### config.mk
export PLATFORM = sky130hd
export DESIGN_NAME = uart_cmd_responder_flat
export DESIGN_NICKNAME = d
export VERILOG_FILES = /design/src/rtl/uart_cmd_responder_if.sv /design/src/rtl/uart_cmd_responder.sv /design/src/flat_wrapper.sv
export SDC_FILE = /design/constraint.sdc
export NUM_CORES = 1
export LEC_CHECK = 0
export CORE_AREA = 2 2 145 147
export DETAILED_ROUTE_END_ITERATION = 8
export DIE_AREA = 0 0 147 149
export GPL_ROUTABILITY_DRIVEN = 0
export PLACE_DENSITY = 0.8
export SYNTH_ARGS = -nofsm -noshare
export SYNTH_HDL_FRONTEND = slang
export SYNTH_SLANG_ARGS = --single-unit
### constraint.sdc
create_clock -name clk -period 2.1 [get_ports clk]
set_clock_uncertainty 0.1 [all_clocks]
set_input_delay 0.42 -clock clk [delete_from_list [all_inputs] [get_ports clk]]
set_output_delay 0.42 -clock clk [all_outputs]
set_load 0.02 [all_outputs]
### src/rtl/uart_cmd_responder_if.sv
// Command/response bus between the UART pair and uart_cmd_responder.
// The responder uses the slave modport; the driving side uses master.
interface uart_cmd_responder_if #(
  parameter int W_OUT = 16
);
  logic             rx_valid;
  logic [W_OUT-1:0] rx_data;
  logic             tx_valid;
  logic [W_OUT-1:0] tx_data;
  logic             tx_ready;
  logic             overflow;

  modport master (
    output rx_valid, rx_data, tx_ready,
    input  tx_valid, tx_data, overflow
  );

  modport slave (
    input  rx_valid, rx_data, tx_ready,
    output tx_valid, tx_data, overflow
  );
endinterface

### src/rtl/uart_cmd_responder.sv
// UART command endpoint: FIFO-buffered opcode/argument words run against a small
// register file, one response per command. Define UART_CMD_WRITE_ACK_EN to ack SET_ADDR/WRITE.
module uart_cmd_responder #(
  parameter int BITS_PER_WORD = 8,
  parameter int W_OUT         = 16,
  parameter int NUM_REGS      = 16,
  parameter int FIFO_DEPTH    = 4
) (
  input  logic                 clk,
  input  logic                 rstn,
  uart_cmd_responder_if.slave  bus
);
  localparam int ARG_W = W_OUT - BITS_PER_WORD;
  localparam int AW    = $clog2(NUM_REGS);
  localparam int FW    = $clog2(FIFO_DEPTH);

  localparam logic [1:0] S_IDLE = 2'd0;
  localparam logic [1:0] S_EXEC = 2'd1;
  localparam logic [1:0] S_SEND = 2'd2;

  localparam logic [BITS_PER_WORD-1:0] OP_SET_ADDR = BITS_PER_WORD'(8'h10);
  localparam logic [BITS_PER_WORD-1:0] OP_WRITE    = BITS_PER_WORD'(8'h20);
  localparam logic [BITS_PER_WORD-1:0] OP_READ     = BITS_PER_WORD'(8'h30);
  localparam logic [BITS_PER_WORD-1:0] OP_ECHO     = BITS_PER_WORD'(8'h40);
  localparam logic [BITS_PER_WORD-1:0] OP_STATUS   = BITS_PER_WORD'(8'h50);
  localparam logic [BITS_PER_WORD-1:0] OP_ERR      = BITS_PER_WORD'(8'hEE);

  localparam logic [FW:0]    PTR_ONE  = (FW+1)'(1);
  localparam logic [AW-1:0]  ADDR_ONE = AW'(1);

`ifdef UART_CMD_WRITE_ACK_EN
  localparam bit ACK_EN = 1'b1;
`else
  localparam bit ACK_EN = 1'b0;
`endif

  logic [1:0]         state;
  logic [W_OUT-1:0]   cmd;
  logic [AW-1:0]      addr;
  logic [ARG_W-1:0]   regs [NUM_REGS];
  logic               tx_valid_q;
  logic [W_OUT-1:0]   tx_data_q;
  logic               overflow_q;

  // Input stage: registering the receiver word sets the k+3 response latency.
  logic               rx_stb;
  logic [W_OUT-1:0]   rx_word;

  // NOTE: sequential state is updated with non-blocking assignments only, so every
  // always_ff samples the pre-edge values of the others regardless of evaluation order.
  always_ff @(posedge clk or negedge rstn) begin
    if (!rstn) begin
      rx_stb  <= 1'b0;
      rx_word <= '0;
    end else begin
      rx_stb  <= bus.rx_valid;
      rx_word <= bus.rx_data;
    end
  end

  logic [W_OUT-1:0] fifo_mem [FIFO_DEPTH];
  logic [FW:0]      wr_ptr, rd_ptr;
  logic             fifo_empty, fifo_full, pop, push, drop;

  assign fifo_empty = (wr_ptr == rd_ptr);
  assign fifo_full  = (wr_ptr[FW] != rd_ptr[FW]) && (wr_ptr[FW-1:0] == rd_ptr[FW-1:0]);
  assign pop        = (state == S_IDLE) && !fifo_empty;
  assign push       = rx_stb && (!fifo_full || pop);
  assign drop       = rx_stb && fifo_full && !pop;

  // NOTE: FIFO storage has no reset; the pointers alone define which entries are valid.
  always_ff @(posedge clk) begin
    if (push) fifo_mem[wr_ptr[FW-1:0]] <= rx_word;
  end

  logic [BITS_PER_WORD-1:0] op;
  logic [ARG_W-1:0]         arg;
  logic [BITS_PER_WORD-1:0] resp_op;
  logic [ARG_W-1:0]         resp_arg;
  logic [ARG_W-1:0]         status_arg;
  logic                     respond, set_addr, wr_en, inc_addr, clr_ovf;

  assign op  = cmd[W_OUT-1:ARG_W];
  assign arg = cmd[ARG_W-1:0];

  // NOTE: every always_comb output gets a default first so no path can infer a latch.
  always_comb begin
    status_arg           = '0;
    status_arg[AW-1:0]   = addr;
    status_arg[ARG_W-1]  = overflow_q;
    resp_op  = op;
    resp_arg = arg;
    respond  = 1'b1;
    set_addr = 1'b0;
    wr_en    = 1'b0;
    inc_addr = 1'b0;
    clr_ovf  = 1'b0;
    case (op)
      OP_SET_ADDR: begin
        set_addr = 1'b1;
        respond  = ACK_EN;
      end
      OP_WRITE: begin
        wr_en    = 1'b1;
        inc_addr = 1'b1;
        respond  = ACK_EN;
      end
      OP_READ: begin
        resp_arg = regs[addr];
        inc_addr = 1'b1;
      end
      OP_ECHO: ;
      OP_STATUS: begin
        resp_arg = status_arg;
        clr_ovf  = 1'b1;
      end
      default: begin
        resp_op  = OP_ERR;
        resp_arg = ARG_W'(op);
      end
    endcase
  end

  always_ff @(posedge clk or negedge rstn) begin
    if (!rstn) begin
      wr_ptr     <= '0;
      rd_ptr     <= '0;
      overflow_q <= 1'b0;
    end else begin
      if (push) wr_ptr <= wr_ptr + PTR_ONE;
      if (pop)  rd_ptr <= rd_ptr + PTR_ONE;
      // A drop in the STATUS cycle wins over the clear.
      if (drop)                              overflow_q <= 1'b1;
      else if (state == S_EXEC && clr_ovf)   overflow_q <= 1'b0;
    end
  end

  always_ff @(posedge clk or negedge rstn) begin
    if (!rstn) begin
      state      <= S_IDLE;
      cmd        <= '0;
      addr       <= '0;
      tx_valid_q <= 1'b0;
      tx_data_q  <= '0;
      for (int i = 0; i < NUM_REGS; i++) regs[i] <= '0;
    end else begin
      case (state)
        S_IDLE: begin
          if (!fifo_empty) begin
            cmd   <= fifo_mem[rd_ptr[FW-1:0]];
            state <= S_EXEC;
          end
        end
        S_EXEC: begin
          if (set_addr)      addr <= arg[AW-1:0];
          else if (inc_addr) addr <= addr + ADDR_ONE;
          if (wr_en)         regs[addr] <= arg;
          if (respond) begin
            tx_data_q  <= {resp_op, resp_arg};
            tx_valid_q <= 1'b1;
            state      <= S_SEND;
          end else begin
            state <= S_IDLE;
          end
        end
        S_SEND: begin
          if (bus.tx_ready) begin
            tx_valid_q <= 1'b0;
            state      <= S_IDLE;
          end
        end
        default: state <= S_IDLE;
      endcase
    end
  end

  assign bus.tx_valid = tx_valid_q;
  assign bus.tx_data  = tx_data_q;
  assign bus.overflow = overflow_q;
endmodule
### src/flat_wrapper.sv
// flat-port wrapper written by rule: the top's interface ports become plain ports
module uart_cmd_responder_flat 
#(
  parameter int BITS_PER_WORD = 8,
  parameter int W_OUT         = 16,
  parameter int NUM_REGS      = 16,
  parameter int FIFO_DEPTH    = 4
)
  (clk, rstn, bus_rx_valid, bus_rx_data, bus_tx_ready, bus_tx_valid, bus_tx_data, bus_overflow);
  uart_cmd_responder_if #(.W_OUT(W_OUT)) bus_i ();
  input  logic clk;
  input  logic rstn;
  input wire logic [$bits(bus_i.rx_valid)-1:0] bus_rx_valid;
  input wire logic [$bits(bus_i.rx_data)-1:0] bus_rx_data;
  input wire logic [$bits(bus_i.tx_ready)-1:0] bus_tx_ready;
  output wire logic [$bits(bus_i.tx_valid)-1:0] bus_tx_valid;
  output wire logic [$bits(bus_i.tx_data)-1:0] bus_tx_data;
  output wire logic [$bits(bus_i.overflow)-1:0] bus_overflow;
  assign bus_i.rx_valid = bus_rx_valid;
  assign bus_i.rx_data = bus_rx_data;
  assign bus_i.tx_ready = bus_tx_ready;
  assign bus_tx_valid = bus_i.tx_valid;
  assign bus_tx_data = bus_i.tx_data;
  assign bus_overflow = bus_i.overflow;
  uart_cmd_responder #(.BITS_PER_WORD(BITS_PER_WORD), .W_OUT(W_OUT), .NUM_REGS(NUM_REGS), .FIFO_DEPTH(FIFO_DEPTH)) u_core (.clk(clk), .rstn(rstn), .bus(bus_i));
endmodule
==> summary.md, run 1 <==
| Metric | Value |
|---|---|
| Pwr dens | 1230 nW/um^2 |
| Crit path max fanout | 23 |
| Iter 0 DRT Violations | 410 |
| Die W | ~150 um |
| Share of layout cells above drive strength 1 | between 30% and 40% |
| FF-to-FF End | u_core.addr[3]$_DFFE_PN0P_ |
| Fill count | 1397 |
| Finish-stage setup viols | 1 |
| Failing checks | setup timing |
| CP peak stage delay | 510 ps |
| Max-slew violations | 0 |
| Initial antenna violation count | 0 |
| Post-route ant nets | 0 |
| Fin crit share | 100.2% |
| CP cell instances | buf_12, or3_1, or4_4, a21oi_1, a2bb2oi_1 |
| Actual slew at the worst max-slew pin | 709.0 ps |
| Run status | finished with violations |
| Buffers on Ports | 37 |
| Main synth FF type | dfrtp_1 |
| DRT Wirelength | between 20000 and 25000 um |
| Number of global-route vias before repair | 6914 |
| Clock Path Buffers | 3 |
| Residual DRC | 0 |
| Asr flop ratio synth | roughly three quarters |
| Setup TNS | -4.688 ps |
| DR vias | 6437 |
| Yosys cell types | 60 |
| Final nets | 803 |
| RR Startpoint | u_core.cmd[14]$_DFFE_PN0P_ |
| Largest net degree at the start of global routing | 61 |
| Worst Reg-to-Reg Cells | 5 |
| Synthesized area per cell | about 16 um^2 |
| Die ar. | 21900 um^2 |
| Post-synth EDFFs | 64 |
| Gate Count Post-Synth | 696 |
| Final WS setup | -4.688 ps |
| Max VDD drop | around 0.85 mV |
| Synth area leader | dfrtp_1 |
| Setup crit start | u_core.cmd[14]$_DFFE_PN0P_ |
| Adder-Cell Fraction of Synth Area | 1.023% |
| Post-Place Cells | 1014 |
| Hold WC Path Type | input port to flop |
| GR Util All Layers | 22.69% |
| Hold depth | 1 |
| Critical Path AT | 2430 ps |
| Rel. slew slack | a little over half |
| Post-synthesis sequential area ratio | 60.89% |
| Final hold vios | 0 |
| Top cells by area, synth | dfrtp_1 43%, edfxtp_1 17%, mux2_2 13%, mux4_2 9.8%, mux2_1 1.5% |
| Worst hold endpoint | u_core.rx_stb$_DFF_PN0_ |
| Hold path start | bus_rx_valid |
| CTS Root Buffer Type | clkbuf_16 |
| Mux cell area share after synthesis | 25.19% |
| Num rows | 53 |
| Fmax | 0.4751 GHz |
| Critical path buffer and inverter count | 1 |
| Finished Layout Cells | 1069 |
| Most frequent cells in the layout | 189 x dfrtp_1, 129 x mux2_2, 64 x edfxtp_1 |
| Leakage power total | between 5 and 6 nW |
| Max Cap Viol | 0 |
| CTS tree | yes |
| Synth Area in Compound Gates | 4.354% |
| Commonest non-fill, non-tap cell in the layout | dfrtp_1 |
| Area Overhead vs Synth | 18.59% |
| Post-synth top area share | a little over two fifths |
| Simple-gate share of the synthesized area | under 10% |
| Worst Setup Start Kind | flop |
| Post-DP HPWL | ~16000 um |
| Vias per Instance | 6.022 |
| Syn_nets | 725 |
| Place WS | 4.587 ps |
| Core area | 20560 um^2 |
| Global-route wire length before repair | 38530 um |
| Die Ht | 149 um |
| Diode count | 0 |
| # IOs | 38 |
| Synth Area in XOR/XNOR | 0.7162% |
| Starting Density | 53.54% |
| Largest family of logic cells by synthesized area | multiplexers |
| Crit path capture type | flop |
| Routed length per instance | 22.84 um |
| Req. time, crit path | 2430 ps |
| DR pass1 iterations | 7 |
| GR Overflow Total | 0 |
| R2r setup slk | -5 ps |
| Yosys Warn Count | 0 |
| Num CTS Buffers | 26 |
| H-Tree Depth | 1 |
| Clock sink count | 255 |
| Setup CP Type | flop to flop |
| Mapped cell area | 11010 um^2 |
| Register bit total from synthesis | 255 |
| Clk_lat worst skew | 530 ps |
| Minimum clock period | 2105 ps |
| Crit path max-delay family | simple AND/OR/NAND/NOR gates |
| Worst path slowest cell | or4_4 |
| CTS clk-pin slew, worst paths | 70 ps |
final cells by class:
| cell class | instances | area, um^2 | area share, % |
|---|---|---|---|
| flip-flops and latches | 255 | 6704 | 51.37 |
| multi-input cells | 385 | 4095 | 31.38 |
| repair buffers | 97 | 1033 | 7.919 |
| clock buffers | 38 | 757.0 | 5.800 |
| well taps | 275 | 344.1 | 2.636 |
| clock inverters | 10 | 83.83 | 0.6423 |
| inverters | 9 | 33.78 | 0.2588 |
logic make-up after synthesis:
logic type / count (synthesis)
compound gates: 66
simple gates: 102
buf+inv: 56
xor+xnor: 9
mux: 199
fa+ha+maj: 9
flops: 255
report_power, final:
part	switching (mW)	internal [mW]	leakage [nW]
Sequential	0.480	5.85	3.10
Combinational	2.80	2.43	2.07
Clock	1.86	2.63	0.414
cells in the mapped netlist (4+ instances only):
cell type    n
buf_1        7
a22oi_1     13
clkbuf_1    17
or2_2        4
mux2i_1      7
nand2_2      4
dfrtp_1    191
nand4_1      5
edfxtp_1    64
o21ai_0      9
nor3_1       5
mux2_1      15
nor2_1      16
mux2_2     129
nand2b_1     4
and4_1       4
nor2b_1      8
a31oi_1      4
a21oi_1     11
nor3b_1      5
mux4_2      48
inv_1        8
o22a_1       5
buf_2       18
xor2_1       4
nand2_1     20
and2_1       6
ha_1         9
xnor2_1      5
per-layer routing:
metal,vias to the layer above,share of wire [%],wire length (um),GRT usage [%]
met5,-,0,0,0
met4,0,3.5,845,7.548
met3,55,5.5,1338,3.914
met2,220,51,12560,39.06
met1,3367,40,9671,29.70
li1,2795,-,-,-
registers in the layout (all words and copies together), names as in the netlist:
signal and flops:
u_core.state 2, u_core.rd_ptr 3, u_core.wr_ptr 3, u_core.bus.tx_data 16
u_core.fifo_mem 64, u_core.bus.tx_valid 1, u_core.rx_word 16, u_core.cmd 16
u_core.rx_stb 1, u_core.regs 128, u_core.bus.overflow 1, u_core.addr 4
worst max path at each step:
stage                                        end  slack (ps)  depth (start not counted)
2_1_floorplan    u_core.fifo_mem[0][0]$_DFFE_PP_          20                          3
3_3_place_gp   u_core.bus.tx_data[3]$_DFFE_PN0P_          30                          5
3_5_place_dp   u_core.bus.tx_data[3]$_DFFE_PN0P_           5                          5
4_1_cts          u_core.fifo_mem[3][5]$_DFFE_PP_           5                          4
5_1_grt               u_core.addr[3]$_DFFE_PN0P_         -80                          6
6_report              u_core.addr[3]$_DFFE_PN0P_          -5                          5
what timing repair did:
action | in CTS | in global routing
setup buffers | 0 | 5
cloned | 0 | 1
hold endpoints to repair | 56 | 0
setup endpoints to repair | 4 | 99
resized for setup | 3 | 10
hold buffers | 1 | 0
worst reg2reg max path: stages, from the launching register on:
cell	delay [ps]
dfrtp_1	420
buf_12	170
or3_1	420
or4_4	510
a21oi_1	160
a2bb2oi_1	220
through the flow:
| step | power (mW) | area [um^2] | hold WS [ps] | utilization, % |
|---|---|---|---|---|
| after floorplan | 9.415 | 11010 | 24.41 | - |
| after global placement | 11.19 | 12080 | 325.8 | 58.76 |
| after detailed placement | 11.44 | 12080 | 332.6 | 58.76 |
| after CTS | 15.95 | 12940 | 217.9 | 62.93 |
| after global routing | 16.79 | 13050 | 220.9 | 63.49 |
| final | 16.05 | 13050 | 233.1 | 63.49 |
Note: power is estimated with default switching activity, not from simulation.
==> run 2: changes to the inputs <==
CORE_AREA = 2 2 148 150   (was 2 2 145 147)
DIE_AREA = 0 0 150 152   (was 0 0 147 149)
PLACE_DENSITY = 0.77   (was 0.8)
==> summary.md, run 2 (synthesis results as in run 1) <==
| Metric | Value |
|---|---|
| CP endpoint | u_core.regs[32]$_DFFE_PN0P_ |
| H-Tree Depth | 1 |
| Max-slew violations | 0 |
| Initial antenna violation count | 0 |
| GR Util All Layers | 21.84% |
| CTS tree | yes |
| CTS clk-pin slew, worst paths | 60 ps |
| Final design utilization | between 60% and 70% |
| Post-route ant nets | 0 |
| DP Area | ~12000 um^2 |
| Residual DRC | 0 |
| Finished Layout Cells | around 1100 |
| Iter 0 DRT Violations | 357 |
| Die W | 150 um |
| Worst Reg-to-Reg Cells | 5 |
| Req. time, crit path | 2400 ps |
| Place WS | -24.29 ps |
| Max FFs per register | 128 |
| Routed length per instance | 22.47 um |
| Worst Hold Slack | 243.6 ps |
| Largest net degree at the start of global routing | 55 |
| Total power | 16.25 mW |
| Setup crit start | u_core.addr[0]$_DFFE_PN0P_ |
| CTS Root Buffer Type | clkbuf_16 |
| Post-Place Cells | approximately 1000 |
| Biggest register | u_core.regs |
| Finish-stage setup viols | 4 |
| Worst path slowest cell | dfrtp_2 |
| Final nets | 796 |
| Clock Path Buffers | 3 |
| Setup CP Type | flop to flop |
| DR pass1 iterations | 4 |
| CP cell instances | buf_12, ha_1, and4_1, nand2_1, mux2_2 |
| Clk_lat worst skew | 520 ps |
| Failing checks | setup timing |
| Minimum clock period | ~2100 ps |
| Rel. slew slack | approximately 60% |
| Worst Setup Start Kind | flop |
| Number of global-route vias before repair | around 6800 |
| FF-to-FF End | u_core.regs[32]$_DFFE_PN0P_ |
| DRT Wirelength | approximately 24000 um |
| RSZ-0062 raised after global routing | yes |
| Clock sink count | 255 |
| Most frequent cells in the layout | 190 x dfrtp_1, 129 x mux2_2, 64 x edfxtp_1 |
| Post-DP HPWL | 15970 um |
| Buffers on Ports | 37 |
| Crit path capture type | flop |
| Post-route cell area | 13080 um^2 |
| Max Cap Viol | 0 |
| Fin crit share | 100.4% |
| Die Ht | 152 um |
| Critical Path AT | ~2400 ps |
| Setup TNS | -18.76 ps |
| Fill count | 1564 |
| Num CTS Buffers | 26 |
| Diode count | 0 |
| DR vias | 6266 |
| Run status | finished with violations |
| Pwr dens | 1243 nW/um^2 |
| Final WS setup | -7.520 ps |
| Core area | 21350 um^2 |
| Num rows | 54 |
| Leakage power total | 5.607 nW |
| Area Overhead vs Synth | 18.86% |
| Vias per Instance | 5.889 |
| Starting Density | between 50% and 60% |
| Share of layout cells above drive strength 1 | around 39% |
| Commonest non-fill, non-tap cell in the layout | dfrtp_1 |
| R2r setup slk | -8 ps |
| Fmax | 0.4745 GHz |
| Final hold vios | 0 |
| Global-route wire length before repair | 38830 um |
| # IOs | 38 |
| GR Overflow Total | 0 |
| RR Startpoint | u_core.addr[0]$_DFFE_PN0P_ |
| Max VDD drop | between 1 and 1.5 mV |
| Crit path max fanout | 14 |
| CP peak stage delay | a little over 500 ps |
| Actual slew at the worst max-slew pin | just over 600 ps |
| Die ar. | around 23000 um^2 |
| Hold WC Path Type | input port to flop |
## run 2: timing repair
| item | in CTS | in global routing |
|---|---|---|
| endpoints found under the setup margin | 4 | 62 |
| hold endpoints to repair | 50 | 0 |
| buffers inserted | 0 | 0 |
| gates cloned | 1 | 0 |
| hold buffers | 1 | 0 |
| resized for setup | 2 | 19 |
## run 2: per-layer routing
| layer | wire length [um] | global-route usage [%] | share of wire [%] |
|---|---|---|---|
| met5 | 0 | 0 | 0 |
| met4 | 431 | 5.526 | 1.8 |
| met3 | 923 | 3.093 | 3.9 |
| met2 | 12910 | 38.27 | 54 |
| met1 | 9636 | 28.76 | 40 |
## run 2: cell type report
class	instances	area (um^2)	share of cell area [%]
Sequential cell	255	6703	51.24
Multi-Input combinational cell	385	4120	31.50
Timing Repair Buffer	90	949.7	7.260
Clock buffer	37	784.5	5.997
Tap cell	280	350.3	2.678
Clock inverter	8	140.1	1.071
Inverter	9	33.78	0.2582
## run 2: worst min path at each step
stage	from	endpoint	slack (ps)	cells past startpoint
finish	bus_rx_data[7]	u_core.rx_word[7]$_DFF_PN0_	240	1
global route	bus_rx_data[13]	u_core.rx_word[13]$_DFF_PN0_	230	1
CTS	bus_rx_data[9]	u_core.rx_word[9]$_DFF_PN0_	230	1
detailed placement	rstn	u_core.regs[81]$_DFFE_PN0P_	330	1
global placement	rstn	u_core.regs[81]$_DFFE_PN0P_	320	1
floorplan	rstn	u_core.addr[0]$_DFFE_PN0P_	20	0
## run 2: report_power, final
group	switching (mW)	total [mW]	internal, mW
clock	1.83	4.90	3.07
combinational	2.68	4.99	2.31
sequential	0.517	6.36	5.85
## run 2: critical path, delay by kind of cell (launching register included)
kind          cells  cell delay (ps)
fa+ha+maj         1              200
buf+inv           1              200
mux               1              370
flops             1              510
simple gates      2              600
==> patch, RTL diff (settings of run 1) <==
Build with the macro `UART_CMD_WRITE_ACK_EN` defined.
--- a/src/rtl/uart_cmd_responder.sv
+++ b/src/rtl/uart_cmd_responder.sv
@@ -1,5 +1,7 @@
 // UART command endpoint: FIFO-buffered opcode/argument words run against a small
 // register file, one response per command. Define UART_CMD_WRITE_ACK_EN to ack SET_ADDR/WRITE.
+`define UART_CMD_WRITE_ACK_EN
+
 module uart_cmd_responder #(
   parameter int BITS_PER_WORD = 8,
   parameter int W_OUT         = 16,
Check against the original RTL: not equivalent (a bounded check fails within 10 cycles, from zero or initial values and one cycle with rstn low).
==> patch against run 1 <==
The run still ends with setup timing left. Largest cell class unchanged. Synthesized area fell by 1.1%. Wire length rose by 5.9%. Highest routed layer unchanged. Critical endpoint is now u_core.regs[118]$_DFFE_PN0P_. Critical path type unchanged. Design area rose by 2.6%. Worst setup slack got worse by 0.043 ns. Non-clock buffer count rose by 11. Power fell by 0.28%. Sequential cell count did not move. Count of clock-buffer cells in the layout fell by 3. Largest power group unchanged.
==> patch: results (changes against run 1) <==
* Outcome: finished, violations left
* Failing checks: setup timing
* Post-Synth XOR/XNOR Area at 0.644% (-0.072 points)
* Switching pwr at 5130 uW (-0.25%)
* Mapped Nets at 717 (-1.1%)
* Final hold slack at 0.230 ns (-0.00286 ns)
* Yosys warnings at 0 (unchanged)
* Detail Placement HPWL at 16500 um (+1.5%)
* Sequential area share after synthesis at 61.6% (+0.70 points)
* Final setup violation count at 33 (+32)
* Final net count at 815 (+1.5%)
* # placed instances at 1025 (+1.1%)
* # Post-CTS Setup Buffers at 4 (+4)
* Layout cell share with drive strength beyond 1 at 42.4% (+3.9 points)
* First-pass detailed-route iteration total at 4 (-3)
* Crit. Startpoint: u_core.cmd[8]$_DFFE_PN0P_
* CTS buffer count at 26 (unchanged)
* Post-synthesis mux area share at 25.2% (about the same)
* Met3 Resource Use GR at 4.56% (+0.64 points)
* CP max stage delay at 0.42 ns (-0.09 ns)
* # resized after CTS at 46 (+43)
* Vias/cell at 6.13 (+1.8%)
* WL/cell at 23.9 um (+4.7%)
* Synth area leaders: dfrtp_1, edfxtp_1, mux2_2, mux4_2, ha_1
* Netlist cell types at 50 (-17%)
* Synthesized netlist cell count at 688 (-1.1%)
* RR Startpoint: u_core.cmd[8]$_DFFE_PN0P_
* Post-synthesis adder-cell area fraction at 1.03% (+0.012 points)
* Top cells by count, synth: dfrtp_1, mux2_2, edfxtp_1, mux4_2, nand2_1
* Met1 global-route usage at 32.1% (+2.4 points)
* Met2 usage at 40.5% (+1.4 points)
* Gr usage total at 24.1% (+1.4 points)
* First-pass GRT wire length at 40700 um (+5.7%)
* Slew HR at 43.7% (-8.9 points)
* Fillers at 1318 (-5.7%)
* Slowest-stage cell, CP: dfrtp_1
* Final worst slack at -0.0476 ns (-0.0429 ns)
* Drt first-iter violations at 453 (+10%)
* VDD IR max at 0.651 mV (-24%)
* Biggest register: u_core.regs
* Vias in the first global route at 7181 (+3.9%)
* Complex-gate fraction of the synthesized area at 3.99% (-0.36 points)
* Post-route insts no fill at 1081 (+1.1%)
* FF-to-FF End: u_core.regs[118]$_DFFE_PN0P_
* FF-to-FF path depth at 6 (+1)
* LEAKAGE at 0.00582 uW (+4.1%)
* Largest net degree at the start of global routing at 52 (-15%)
patch: power by group through the flow:
stage	registers (uW)	clock network (uW)	logic (uW)
floorplan	6420	0	2700
global placement	6510	0	4310
detailed placement	6580	0	4450
CTS	6520	4810	4530
global route	6630	5010	5030
finish	6570	4750	4690
patch: stage by stage:
step	TNS [ns]	worst slack (ns)	util, %	instance area (um2)
finish	-0.912	-0.0476	65.1	13400
global route	-3.88	-0.118	65.1	13400
CTS	-0.979	-0.0477	64.4	13200
detailed placement	-3.43	-0.103	59.0	12100
global placement	-0.703	-0.0603	59.0	12100
floorplan	-2.65	-0.0769	-	10900
patch: layout make-up:
type	instances	share of cell area, %
Inverter	10	0.280
Clock buffer	35	5.56
Tap cell	275	2.57
Timing Repair Buffer	108	8.80
Sequential cell	255	50.1
Multi-Input combinational cell	385	31.6
Clock inverter	13	1.14
patch: layer usage:
layer  vias to the layer above  part of all wire, %
met5                         -                    0
met4                         0                  3.2
met3                        74                  6.9
met2                       299                   50
met1                      3477                   40
li1                       2776                    -
